--- src/rtl/regread_stage.sv ---
// Register-read stage: decodes the fetched instruction, reads operands and stalls on in-flight writers.
// Optional WB_BYPASS_EN forwards the write port into same-cycle reads; otherwise a third tracker entry stalls.
module regread_stage (
    input  logic        clk,
    input  logic        rst,
    input  logic        in_valid,
    output logic        in_ready,
    input  logic [15:0] in_pc,
    input  logic [15:0] in_ins,
    input  logic        wb_en,
    input  logic [3:0]  wb_reg,
    input  logic [15:0] wb_data,
    input  logic        flush,
    output logic        fr_valid,
    output logic [15:0] fr_pc,
    output logic [15:0] fr_ins,
    output logic [15:0] fr_operand_1,
    output logic [15:0] fr_operand_2
);
    localparam int unsigned XLEN = 16;
    localparam int unsigned RIDX = 4;
    localparam int unsigned NREG = 16;
    localparam logic [XLEN-1:0] NOP_INS = 16'hF000;

    logic [XLEN-1:0] regs [NREG];

    logic [3:0]      opcode, ra, rb, rd;
    logic [RIDX-1:0] src1, src2;
    logic            use1, use2, writes;
    logic [XLEN-1:0] op1, op2;
    logic            match1, match2, hazard, accept;

    logic            d1_v, d2_v;
    logic [RIDX-1:0] d1, d2;
`ifndef WB_BYPASS_EN
    logic            d3_v;
    logic [RIDX-1:0] d3;
`endif

    // Decode: which fields are sources, and whether rd is written
    always_comb begin
        opcode = in_ins[15:12];
        ra     = in_ins[11:8];
        rb     = in_ins[7:4];
        rd     = in_ins[3:0];
        src1   = '0;
        src2   = '0;
        use1   = 1'b0;
        use2   = 1'b0;
        writes = 1'b0;
        case (opcode)
            4'h0, 4'h1, 4'h2, 4'h3, 4'hE: begin
                src1 = ra; use1 = 1'b1;
                src2 = rb; use2 = 1'b1;
                writes = 1'b1;
            end
            4'h4, 4'hC, 4'hD: begin
                // rb doubles as the memory subcode; 1 selects store
                if (rb == 4'h1) begin
                    src1 = rd; use1 = 1'b1;
                    src2 = ra; use2 = 1'b1;
                end else begin
                    src1 = ra; use1 = 1'b1;
                    writes = 1'b1;
                end
            end
            4'h7: begin
                src1 = ra; use1 = 1'b1;
                writes = 1'b1;
            end
            4'h6: begin
                src1 = rd; use1 = 1'b1;
                src2 = ra; use2 = 1'b1;
            end
            default: ;
        endcase
    end

    // Operand read; unused or R0 sources read as zero
    always_comb begin
        op1 = '0;
        op2 = '0;
        if (use1 && src1 != '0) op1 = regs[src1];
        if (use2 && src2 != '0) op2 = regs[src2];
`ifdef WB_BYPASS_EN
        if (use1 && src1 != '0 && wb_en && wb_reg == src1) op1 = wb_data;
        if (use2 && src2 != '0 && wb_en && wb_reg == src2) op2 = wb_data;
`endif
    end

    // Hazard against in-flight writers
    always_comb begin
        match1 = use1 && src1 != '0 && ((d1_v && d1 == src1) || (d2_v && d2 == src1));
        match2 = use2 && src2 != '0 && ((d1_v && d1 == src2) || (d2_v && d2 == src2));
`ifndef WB_BYPASS_EN
        match1 = match1 || (use1 && src1 != '0 && d3_v && d3 == src1);
        match2 = match2 || (use2 && src2 != '0 && d3_v && d3 == src2);
`endif
        hazard   = in_valid && (match1 || match2);
        in_ready = rst || flush || !hazard;
        accept   = in_valid && !flush && !hazard;
    end

    always_ff @(posedge clk or posedge rst) begin
        if (rst) begin
            for (int unsigned i = 0; i < NREG; i++) regs[RIDX'(i)] <= '0;
        end else if (wb_en && wb_reg != '0) begin
            regs[wb_reg] <= wb_data;
        end
    end

    // Issue slot and destination tracker
    always_ff @(posedge clk or posedge rst) begin
        if (rst) begin
            fr_valid     <= 1'b0;
            fr_pc        <= '0;
            fr_ins       <= NOP_INS;
            fr_operand_1 <= '0;
            fr_operand_2 <= '0;
            d1_v         <= 1'b0;
            d1           <= '0;
            d2_v         <= 1'b0;
            d2           <= '0;
`ifndef WB_BYPASS_EN
            d3_v         <= 1'b0;
            d3           <= '0;
`endif
        end else begin
            if (accept) begin
                fr_valid     <= 1'b1;
                fr_pc        <= in_pc;
                fr_ins       <= in_ins;
                fr_operand_1 <= op1;
                fr_operand_2 <= op2;
                d1_v         <= writes;
                d1           <= rd;
            end else begin
                fr_valid     <= 1'b0;
                fr_pc        <= '0;
                fr_ins       <= NOP_INS;
                fr_operand_1 <= '0;
                fr_operand_2 <= '0;
                d1_v         <= 1'b0;
                d1           <= '0;
            end
            d2_v <= d1_v && !flush;
            d2   <= d1;
`ifndef WB_BYPASS_EN
            d3_v <= d2_v && !flush;
            d3   <= d2;
`endif
        end
    end
endmodule

--- config.mk ---
export PLATFORM = sky130hd
export DESIGN_NAME = regread_stage
export DESIGN_NICKNAME = d
export VERILOG_FILES = /design/src/rtl/regread_stage.sv
export SDC_FILE = /design/constraint.sdc
export NUM_CORES = 1
export LEC_CHECK = 0
export BUFFER_PORTS_ARGS = -buffer_cell sky130_fd_sc_hd__buf_4
export CORE_AREA = 2 2 284 216
export CTS_CLUSTER_DIAMETER = 120
export DETAILED_ROUTE_END_ITERATION = 6
export DIE_AREA = 0 0 286 218
export PLACE_DENSITY = 0.54
export RECOVER_POWER = 50
export SLEW_MARGIN = 10
export SYNTH_ARGS = -nofsm -noshare
export SYNTH_HDL_FRONTEND = slang
export SYNTH_SLANG_ARGS = --single-unit
export TNS_END_PERCENT = 1
--- constraint.sdc ---
create_clock -name clk -period 11.9 [get_ports clk]
set_input_delay 0.595 -clock clk [delete_from_list [all_inputs] [get_ports clk]]
set_output_delay 0.595 -clock clk [all_outputs]
set_load 0.05 [all_outputs]
# Word level (Yosys, flattened, before mapping)
# Cells that the tools add are included.
# word_totals
inputBits	57
wordCells	114
ff_bits	336
out_inout_bits	66
# op_classes
reduce_logical	37
n_bitwise	3
muxes	27
order_cmp	4
n_eq_ne	16
# op_table
operator	n
$bwmux 256	1
$mux 16	11
$bmux 16 s4	2
$demux 16 s4	1
$eq 4x4->1	6
$pmux 4 s3	2
$logic_and 1x1->1	19
$ge 5x5->1 const B	3
$not 4->5	3
$eq 4x3->1 const B	3
$eq 4x4->1 const B	3
$mux 4	3
$reduce_bool 4->1	3
$reduce_or 6->1	2
$reduce_or 10->1	1
$eq 4x1->1 const B	2
$eq 4x2->1 const B	2
$logic_or 1x1->1	7
$lt 5x1->1 const B	1
$mux 1	5
$reduce_or 5->1	1
$logic_not 4->1	1
$pmux 1 s2	2
$reduce_or 3->1	1
$logic_not 1->1	2

# Depth between registers and ports, before layout
# Gate-level depths: netlist (run 1).
# logic_depth
word_depth	13
ltp_mapped	12
depth_no_buf	8

# Worst setup path before layout (run 1)
# OpenSTA, ideal clock, no wires.
# synth_path
kind	input to output
start	input port in_ins[7]
end	output port in_ready
n_path_buf	2
t_required_ns	11.305
path_slack_ns	8.176
cell_stages	10
arrival_time_ns	3.129
cell_sequence	and4bb_2 -> a31o_1 -> buf_2 -> a32oi_2 -> xor2_1 -> and4_1 -> a41oi_2 -> a21boi_2 -> buf_2 -> o21ai_1
# synth_via
elab_chain_len	12
word_cells_on_any_way	35
classes_between	eq/ne: 7; mux: 6; reduce/logical: 22
# synth_rtl
element	line_no	rtl
from (decl)	9	input logic [15:0] in_ins,
$eq 4x1->1	59	if (rb == 4'h1) begin
$mux 4	59	
$pmux 4 s3	51	case (opcode)
$eq 4x4->1, or another cell as far along	93	match1 = use1 && src1 != '0 && ((d1_v && d1 == src1) || (d2_v && d2 == src1));
$logic_and 1x1->1, on equally long branches	-	
$logic_or 1x1->1, or another cell as far along	93	
$logic_and 1x1->1, on equally long branches	-	
$logic_or 1x1->1, on equally long branches	96, 97	
$logic_or 1x1->1 (*)	99	hazard = in_valid && (match1 || match2);
$logic_and 1x1->1 (*)	99	
$logic_not 1->1 (*)	100	in_ready = rst || flush || !hazard;
$logic_or 1x1->1 (*)	100	
to (decl)	7	output logic in_ready,
# Every way passes the cells marked *; elsewhere a longest branch is shown, timed or not.

==> impl_metrics.yaml, run 1 <==
critical_path:
  critPathKind: "primary input to async pin"
  crit_fanout: 129
  worstPathRequired_ns: 12.44
  worst_setup_path_start_kind: "primary input"
  cp.arrival_ns: 5.98
  end_kind: "async pin"
clocking:
  cts_setup_buffers: 0
  clkLatencyLatePin_ns: 0.55
  cts_hold_buf: 0
  numCtsBuffers: 39
  clkTransAtPathRegs_ns: 0.05
  clock_path_buffers: 3
  h-tree-depth: 2
  cts-resized-gates: 0
  root_buffer: "clkbuf_16"
  cts.sinks: 332
  cts_tree: "built"
global_route:
  antenna_found_initial: 4
  grt_pass1_wl_um: 80100
  grt_usage: 0.170
  overflow: 0
  grt_pass1_vias: 12205
  grt_max_degree: 149
power:
  power_per_cell_area_nw_per_um2: 168
  p_leak_nw: 9.03
  ir_worst_vdd_mv: 0.0822
  total_power_mw: 3.39
synthesis:
  synth.distinct_cells: 55
  synth-main-ff-cell: "dfrtp_1"
  netlist_instances: 1423
  syn-num-nets: 1480
  syn_area_per_cell_um2: 12.4
  netlist_area_um2: 17700
  synthArstFlopShare: 1.00
  seq_area_frac_synth: 0.470
  ys_seq_elements: 332
  synth_warnings: 0
  synth_edf_count: 0
die:
  die_y_um: 218
  initial_utilization: 0.296
  rows: 78
  die-area_um2: 62300
  io_pins: 123
  core_um2: 59700
  die_w_um: 286
layout:
  diodes: 0
  final_cell_count_no_fill: 2292
  layout.nets: 1525
  stdcell_area_um2: 20100
  final.fill_count: 5988
  layout_commonest_cell: "dfrtp_1"
  fin_util: 0.337
  syn2layout_area_growth_pct: 13.9
  drive_gt1_frac: 0.307
  final_cell_mix: "328 x dfrtp_1, 286 x mux2_2, 265 x mux2i_1"
timing:
  finalSetupViolations: 0
  grt_setup_unrepaired: "false"
  period_needed_ns: 5.44
  max_freq_ghz: 0.184
  worst_pin_slew_ns: 5.99
  slew_violations: 334
  fin_ws_ns: 6.46
  finClkSkew_ns: 0.0108
  slew_headroom: -2.99
  period_share: 0.457
  tns_ns: 0
  final_hold_viol_count: 0
  hold_slack_ns: 0.227
placement:
  hpwl_um: 30400
  place_area_um2: 19200
  place_congestion: 0.764
  place_ws_ns: 7.53
  dp_cells: 2227
  port-buffer-count: 122
route:
  drt-pass1-iter-count: 5
  wl_per_cell_um: 23.0
  vias: 11701
  drcViolationCount: 0
  final_antenna_net_count: 0
  drt-total-wl_um: 52800
  drt-initial-drc-count: 687
  vias_per_cell: 5.11
outcome:
  status: "finished with violations"
  violations: "capacitance limit, slew limit"
flow_run:
  cap_violations: 13
min_path:
  min_path_type: "primary input to flip-flop"
[routing by layer]
layer	track usage	wire, um
met5	0	47
met4	0.0532	1240
met3	0.0277	2160
met2	0.277	25000
met1	0.230	24400
[where the power goes]
group	total [mW]	switching (mW)	internal, mW
clock network	1.15	0.475	0.680
logic	0.747	0.374	0.373
registers	1.49	0.154	1.33
total	3.39	1.00	2.39
[synthesized netlist by cell type, drive strengths merged, types with 19 or more instances]
cell / n / area, um^2
nor2b: 36 / 225
a211oi: 65 / 488
and3: 21 / 131
mux2i: 265 / 2650
nor3b: 29 / 218
nand2: 55 / 206
mux2: 286 / 3220
buf: 75 / 450
clkbuf: 65 / 248
dfrtp: 328 / 8210
a21oi: 19 / 95.1
o211ai: 32 / 240
[state kept, by name, summed over array words and instances, names as in the netlist]
| name | flops |
|---|---|
| fr_pc | 16 |
| fr_operand_2 | 16 |
| d3 | 4 |
| fr_ins | 13 |
| d2_v | 1 |
| fr_operand_1 | 16 |
| d1 | 3 |
| regs | 256 |
| fr_valid | 1 |
| d3_v | 1 |
| d2 | 4 |
| d1_v | 1 |
[logic make-up (layout without fill, tap and decap cells)]
| group | Yosys count | count (layout) | synth area share |
|---|---|---|---|
| mux | 553 | 553 | 0.335 |
| flops | 332 | 332 | 0.470 |
| simple gates | 229 | 229 | 0.0817 |
| compound gates | 146 | 146 | 0.0633 |
| buf+inv | 143 | 212 | 0.0401 |
| xor+xnor | 20 | 20 | 0.00991 |
[worst paths after layout]
path                                       start                         to  slack, ns  depth (start not counted)
setup / recovery                             rst       regs[26]$_DFFE_PP0P_       6.46                          4
hold / removal                             flush             d2_v$_DFF_PP0_       0.23                          2
setup reg to reg                 d2[3]$_DFF_PP0_  fr_operand_1[8]$_DFF_PP0_       9.34                          6
hold reg to reg            regs[251]$_DFFE_PP0P_      regs[251]$_DFFE_PP0P_       0.40                          0
max in group clk                      in_ins[15]                   in_ready       7.62                         10
min in group asynchronous                    rst             d3_v$_DFF_PP0_       1.87                          2
[critical path: stages]
cell	delay, ns
clkbuf_1	0.10
clkinvlp_2	3.25
buf_4	1.05
buf_4	0.85
[layout make-up]
cell class,instances,area (um^2),share of cell area
Multi-Input combinational cell,948,8750,0.434
Sequential cell,332,8310,0.413
Clock buffer,56,1130,0.0562
Tap cell,800,1000,0.0497
Timing Repair Buffer,144,858,0.0426
Clock inverter,9,73.8,0.00366
Inverter,3,12.5,0.000621
Power figures use the tool's default switching activity.
==> run 2: changes to the inputs <==
- clock period: 11.9 -> 5.6 ns (I/O delays scaled with it)
==> impl_metrics.yaml, run 2 (synthesis results as in run 1) <==
critical_path:
  critPathKind: "primary input to flip-flop"
  cpMostUsedCell: "buf_4"
  worstPathCellList: "dlygate4sd3_1, buf_4, and4bb_2, a31o_1, a21boi_4, buf_4, buf_4, nand3_1, nor4b_2"
  cp_num_cells: 9
  cp.arrival_ns: 4.50
  cp_num_buf_inv: 4
  slowest_delay_ns: 0.76
  worstPathRequired_ns: 6.01
  critPathSlowestCell: "buf_4"
  r2r_cells: 6
  end_kind: "flip-flop"
  worst_setup_path_start_kind: "primary input"
  crit_fanout: 44
  ff2ff_setup_slack_ns: 2.87
  cpLargestDelayFamily: "buffers and inverters"
min_path:
  hold_path_depth: 2
  min_path_type: "primary input to flip-flop"
clocking:
  clkLatencyLatePin_ns: 0.57
  h-tree-depth: 2
  numCtsBuffers: 40
  root_buffer: "clkbuf_16"
  cts_tree: "built"
  cts.sinks: 332
  clock_path_buffers: 3
  cts-resized-gates: 0
  clkTransAtPathRegs_ns: 0.05
die:
  initial_utilization: 0.296
  core_um2: 59700
  io_pins: 123
  die_y_um: 218
  die-area_um2: 62300
  rows: 78
  die_w_um: 286
layout:
  final.fill_count: 5977
  max_flop_register: "regs"
  drive_gt1_frac: 0.301
  syn2layout_area_growth_pct: 16.1
  largest_register_ffs: 256
  diodes: 0
  layout_commonest_cell: "dfrtp_1"
  layout.nets: 1560
  final_cell_mix: "328 x dfrtp_1, 286 x mux2_2, 265 x mux2i_1"
  final_cell_count_no_fill: 2333
placement:
  dp_cells: 2231
  place_congestion: 0.782
  hpwl_um: 30900
  port-buffer-count: 122
power:
  clkPwrFrac: 0.351
  power_frac_comb: 0.219
  ir_worst_vdd_mv: 0.200
  p_switching_mw: 2.19
  seqPwrFrac: 0.430
  p_leak_nw: 9.18
  power_per_cell_area_nw_per_um2: 358
  p_int_mw: 5.15
  swShare: 0.299
timing:
  period_share: 0.731
  finClkSkew_ns: 0.0116
  period_needed_ns: 4.09
  final_hold_viol_count: 0
  grt_setup_unrepaired: "false"
  tns_ns: 0
  slew_headroom: -0.891
  finalSetupViolations: 0
  worst_pin_slew_ns: 2.83
  max_freq_ghz: 0.244
  slew_violations: 267
route:
  final_antenna_net_count: 0
  drcViolationCount: 0
  vias_per_cell: 5.09
  drt-pass1-iter-count: 5
  wl_per_cell_um: 22.9
  vias: 11879
  drt-total-wl_um: 53400
  drt-initial-drc-count: 684
global_route:
  grt_pass1_wl_um: 81400
  grt_pass1_vias: 12385
  antenna_found_initial: 3
  grt_max_degree: 170
  overflow: 0
  grt_usage: 0.172
flow_run:
  cap_violations: 14
outcome:
  violations: "capacitance limit, slew limit"
  status: "finished with violations"
run 2: metal layers:
| layer | track usage | vias to the layer above | wire [um] |
|---|---|---|---|
| met4 | 0.0440 | 4 | 1120 |
| met5 | 0 | - | 27 |
| li1 | - | 5385 | - |
| met3 | 0.0289 | 67 | 1920 |
| met2 | 0.280 | 202 | 25200 |
| met1 | 0.236 | 6221 | 25100 |
run 2: power by group through the flow:
stage	Combinational, mW	Sequential [mW]	Clock [mW]
after global routing	1.75	3.22	2.74
after CTS	1.64	3.15	2.63
final	1.61	3.16	2.58
after detailed placement	1.62	3.20	0
after global placement	1.59	3.18	0
after floorplan	1.19	3.18	0
run 2: path summary, 6_finish.rpt:
check                                      start                    endpoint
max                                   in_ins[14]  fr_operand_2[14]$_DFF_PP0_
min                                   in_ins[10]        fr_ins[10]$_DFF_PP0_
max reg2reg                      d2[3]$_DFF_PP0_        fr_ins[11]$_DFF_PP0_
min reg2reg                regs[247]$_DFFE_PP0P_       regs[247]$_DFFE_PP0P_
max in group asynchronous                    rst        regs[23]$_DFFE_PP0P_
min in group asynchronous                    rst             d2[3]$_DFF_PP0_
run 2: layout make-up:
class,instances,area (um^2),area share
Multi-Input combinational cell,948,8740,0.426
Clock buffer,58,1180,0.0575
Tap cell,800,1000,0.0488
Sequential cell,332,8310,0.405
Timing Repair Buffer,178,1170,0.0569
Clock inverter,14,111,0.00543
Inverter,3,12.5,0.000610
run 2: per-stage QoR:
stage / setup WS (ns) / hold slack [ns] / util / total power [mW] / area, um^2
floorplan: 0.889 / 0.346 / - / 4.36 / 17700
global placement: 1.61 / 0.387 / 0.323 / 4.77 / 19300
detailed placement: 1.52 / 0.390 / 0.323 / 4.82 / 19300
CTS: 1.51 / 0.00437 / 0.349 / 7.43 / 20900
global route: 1.34 / 0.00965 / 0.344 / 7.72 / 20500
finish: 1.51 / 0.0267 / 0.344 / 7.34 / 20500
run 2: timing repair:
action / CTS / global route
buffers inserted: 0 / 0
hold buffers: 30 / 0
endpoints found under the hold margin: 73 / 0
run 2: worst reg2reg max path, cell delays in order (launching register included):
cell and delay (ns):
dfrtp_1 0.46, or3_1 0.40, a211o_1 0.27, a21oi_1 0.19, nand4bb_4 0.66, buf_4 0.48
nor3b_1 0.12
